**config.mk**
```make
export PLATFORM = sky130hd
export DESIGN_NAME = pipelined_logic_unit
export DESIGN_NICKNAME = d
export VERILOG_FILES = /design/src/rtl/pipelined_logic_unit.sv
export SDC_FILE = /design/constraint.sdc
export NUM_CORES = 1
export LEC_CHECK = 0
export ABC_CLOCK_PERIOD_IN_PS = 2750
export BUFFER_PORTS_ARGS = -buffer_cell sky130_fd_sc_hd__buf_2
export CAP_MARGIN = 20
export CELL_PAD_IN_SITES_DETAIL_PLACEMENT = 0
export CELL_PAD_IN_SITES_GLOBAL_PLACEMENT = 1
export CORE_MARGIN = 2
export CORE_UTILIZATION = 43
export DETAILED_ROUTE_END_ITERATION = 8
export PLACE_DENSITY = 0.95
export SKIP_LAST_GASP = 1
export SYNTH_ARGS = -nofsm -noshare
export SYNTH_HDL_FRONTEND = slang
export SYNTH_SLANG_ARGS = --single-unit
```
**constraint.sdc**
```tcl
create_clock -name clk -period 2.75 [get_ports clk]
set_input_delay 0.55 -clock clk [delete_from_list [all_inputs] [get_ports clk]]
set_output_delay 0.55 -clock clk [all_outputs]
set_load 0.05 [all_outputs]
```
**src/rtl/pipelined_logic_unit.sv**
```systemverilog
// rtl/pipelined_logic_unit.sv - two-stage valid/ready bitwise logic unit with reduction flags (optional accumulator: PLU_ACC_EN)
module pipelined_logic_unit #(
    parameter int WIDTH = 32
) (
    input  logic             clk,
    input  logic             reset,
    input  logic             in_valid,
    output logic             in_ready,
    input  logic [1:0]       op,
    input  logic             acc,
    input  logic [WIDTH-1:0] A,
    input  logic [WIDTH-1:0] B,
    input  logic             acc_clr,
    output logic             out_valid,
    input  logic             out_ready,
    output logic [WIDTH-1:0] C,
    output logic             all_ones,
    output logic             any_one
);

    logic             s1_valid;
    logic [WIDTH-1:0] s1_r;
    logic [WIDTH-1:0] r_next;
    logic [WIDTH-1:0] c_next;
    logic             s2_load;
    logic             in_fire;

    // S2 takes S1 whenever its own slot is empty or being drained this cycle,
    // so a full pipe still accepts one input per cycle while out_ready is high.
    assign s2_load  = s1_valid && (!out_valid || out_ready);
    assign in_ready = !s1_valid || s2_load;
    assign in_fire  = in_valid && in_ready;

    // Bitwise operation selected by op; purely width-preserving.
    always_comb begin
        r_next = '0;
        case (op)
            2'b00:   r_next = A & B;
            2'b01:   r_next = A | B;
            2'b10:   r_next = A ^ B;
            default: r_next = ~(A | B);
        endcase
    end

`ifdef PLU_ACC_EN
    logic             s1_acc;
    logic [WIDTH-1:0] acc_q;
    logic [WIDTH-1:0] acc_base;

    // A clear coinciding with an accumulating load makes that load see all-ones.
    assign acc_base = acc_clr ? {WIDTH{1'b1}} : acc_q;
    assign c_next   = s1_acc ? (s1_r & acc_base) : s1_r;

    // S1 copy of the accumulate request, travelling alongside s1_r.
    always_ff @(posedge clk) begin
        if (reset) begin
            s1_acc <= 1'b0;
        end else if (in_fire) begin
            s1_acc <= acc;
        end
    end

    // Accumulator: an accumulating load wins over a bare clear (it already folded the clear in).
    always_ff @(posedge clk) begin
        if (reset) begin
            acc_q <= {WIDTH{1'b1}};
        end else if (s2_load && s1_acc) begin
            acc_q <= c_next;
        end else if (acc_clr) begin
            acc_q <= {WIDTH{1'b1}};
        end
    end
`else
    logic unused_acc_inputs;

    assign unused_acc_inputs = acc ^ acc_clr;
    assign c_next            = s1_r;
`endif

    // Stage 1: capture the operation result on an input transfer, empty when handed to S2.
    always_ff @(posedge clk) begin
        if (reset) begin
            s1_valid <= 1'b0;
            s1_r     <= '0;
        end else if (in_fire) begin
            s1_valid <= 1'b1;
            s1_r     <= r_next;
        end else if (s2_load) begin
            s1_valid <= 1'b0;
        end
    end

    // Stage 2: result and flags; held stable while stalled by out_ready.
    always_ff @(posedge clk) begin
        if (reset) begin
            out_valid <= 1'b0;
            C         <= '0;
            all_ones  <= 1'b0;
            any_one   <= 1'b0;
        end else if (s2_load) begin
            out_valid <= 1'b1;
            C         <= c_next;
            all_ones  <= &c_next;
            any_one   <= |c_next;
        end else if (out_ready) begin
            out_valid <= 1'b0;
        end
    end

endmodule
```
==> out/results.ini <==
[synthesis]
synth_cell_types=30
ys.flop_type=dfxtp_1
synth.yosys.warnings=0
post_synth.cell_area_avg_um2=7.989
synth_enable_flop_cells=0
synth.most_common_cell=nand2_1
synth.area.top_cells=dfxtp_1, ha_1, a211oi_1
synth.ff_latch_count=68
netlist_instances=564
synth_top_cell_by_area=dfxtp_1
synthArstFlopShare_pct=0
yosysSeqAreaShare_pct=30.21
postSynthNetCount=700
yosys-top-cells-count=nand2_1, dfxtp_1, inv_1
synthesis.area_mm2=0.004506
synth_top_cell_area_share_pct=30.21

[sta]
timing.final.crit_share_pct=63.67
slew_violations=0
hold_viol_final=0
relSlewSlack_pct=32.12
rsz0062_at_grt=no
setup_viol=0
final.setup.worst_slack_ns=0.9990
totalNegativeSetupSlack_ns=0
final.setup_skew_ns=0.006369
layout_min_cycle_time_ns=1.751
maxClockFrequency_mhz=571.1
worst_pin_slew_ns=1.018

[clock_network]
tritoncts=built
tritoncts_num_sinks=68
clockBufferDepth=2
post_cts_hold_buffer_count=0
postCtsSetupBuffers=0
clk_pin_slew_worst_paths_ns=0.07
insertion_delay_ns=0.33
cts-htree-levels=3
clock-root-buffer=clkbuf_8
cts_inserted_buffers=9
post_cts.resized_instances=0

[grt]
number_of_global_route_vias_before_repair=3765
grt.total_usage_pct=18.14
number_of_antenna_violations_at_the_first_check_in_global_routing=0
grt_pass1_wl_um=16730
maximum_number_of_pins_on_one_net_before_global_route_repair=97
overflow=0

[setup_path]
crit_path_start_kind=input pin
endpoint_kind=register
worst_path_max_delay_cell=buf_2
criticalPathCategory=input pin to register
cp_slowest_stage_delay_ns=0.58
crit_path_max_fanout=44
crit_chain=buf_2 -> buf_4 -> a211oi_1 -> a211oi_1 -> nor3_1
crit_path_frequent_cell=a211oi_1
crit_arrival_ns=1.95
timing.critical_path.required_ns=2.95

[floorplan]
design.portCount=108
die_w_um=106.4
die_area_mm2=0.01131
placementRows=37
chipHeight_um=106.4
initial_core_util_pct=44.04
coreArea_mm2=0.01023

[route]
total_number_of_vias=4022
post_drt_via_cell_ratio=5.104
remaining_drc_errors=0
dr.first_iter.drc_count=178
first_pass_iters=4
detail-route-antenna-nets=0
routedWlPerCell_um=12.85
routed_wire_length_um=10120

[layout]
synthToLayoutAreaGrowth_pct=16.30
n_antenna_cell=0
drive_above_1_share_pct=22.39
finish.instance_area_mm2=0.005240
fillCellCount=1009
final_net_count=783

[job]
max_cap_violations=0

[min_path]
timing.hold.worst.class=register to register

[pwr]
peakVddDrop_uv=235.6
leakage_power_of_the_design_uw=0.002526
p_per_area_mw_per_mm2=463.0

[placed_design]
port_buffers=105
dpl-instance-area_mm2=0.005037
dp_slack_ns=0.6319
dpl.hpwl_um=7741
routabilityCongestion=0.7991

[outcome]
outcome=complete, no violations

## through the flow
stage / util [%] / total power (uW) / hold slack [ns] / cells
after global placement: 49.24 / 1602 / 0.4435 / 772
after CTS: 51.22 / 2452 / 0.4564 / 788
final: 51.22 / 2426 / 0.4505 / 788
after detailed placement: 49.24 / 1623 / 0.4463 / 772
after global routing: 51.22 / 2563 / 0.4656 / 788
after floorplan: - / 1472 / 0.4539 / 564
## layout by cell type, fill, tap and decap left out, types with 8 or more instances in the layout
master    synthesis  routed
ha_1             64      64
nor3_1           29      29
nor2_1           61      61
nor4_1            9       9
nand4_1           8       8
clkbuf_8          0      11
inv_1            66      66
nand2_1          69      69
a21oi_1          38      38
mux2_2           15      15
nor2b_1           8       8
a211oi_1         56      56
dfxtp_1          68      68
mux2_1           13      13
buf_2            15     105
## flip-flops by register name, summed over array words and instances (netlist names)
name / flops
all_ones: 1
any_one: 1
out_valid: 1
C: 32
s1_valid: 1
c_next: 32
## path summary, 6_finish.rpt
check                               from         end  slack, ns  cells past startpoint
worst max-delay path               op[1]  c_next[12]        1.0                      5
worst min-delay path                C[0]        C[0]       0.45                      2
worst min register to register      C[0]        C[0]       0.45                      2
worst max register to register  s1_valid  c_next[18]       1.02                      5
## final cells by class
cell class / instances / area, um2 / area share (%)
Clock buffer: 12 / 155.1 / 2.961
Clock inverter: 4 / 47.55 / 0.9074
Timing Repair Buffer: 112 / 590.6 / 11.27
Inverter: 66 / 247.7 / 4.728
Multi-Input combinational cell: 390 / 2668 / 50.91
Tap cell: 136 / 170.2 / 3.247
Sequential cell: 68 / 1361 / 25.98
## metal layers
layer  vias to the layer above  GRT usage (%)  part of all wire (%)
li1                       2086              -                     -
met1                      1828          24.25                    49
met2                        96          29.40                    45
met3                        12          2.820                   4.8
met4                         0          6.861                   1.6
met5                         -              0                     0
## critical path, delay by kind of cell
kind,cells,cell delay (ns)
simple gates,1,0.07
buf+inv,2,0.95
compound gates,2,0.36
## report_power, final
group | internal, uW | switching [uW] | total [uW]
clock | 466 | 363 | 828
sequential | 1040 | 56.5 | 1100
combinational | 200 | 300 | 500
total | 1710 | 720 | 2430
## kinds of logic (layout without fill, tap and decap cells)
kind of cell	Yosys count	count (layout)	share of synthesized area, %
AND/OR/NAND/NOR	195	195	19.55
buffers and inverters	106	194	10.58
AO/OA/AOI/OAI	103	103	14.88
flip-flops	68	68	30.21
adder cells (fa/ha/maj)	64	64	17.77
multiplexers	28	28	6.998
Power figures use the tool's default switching activity.
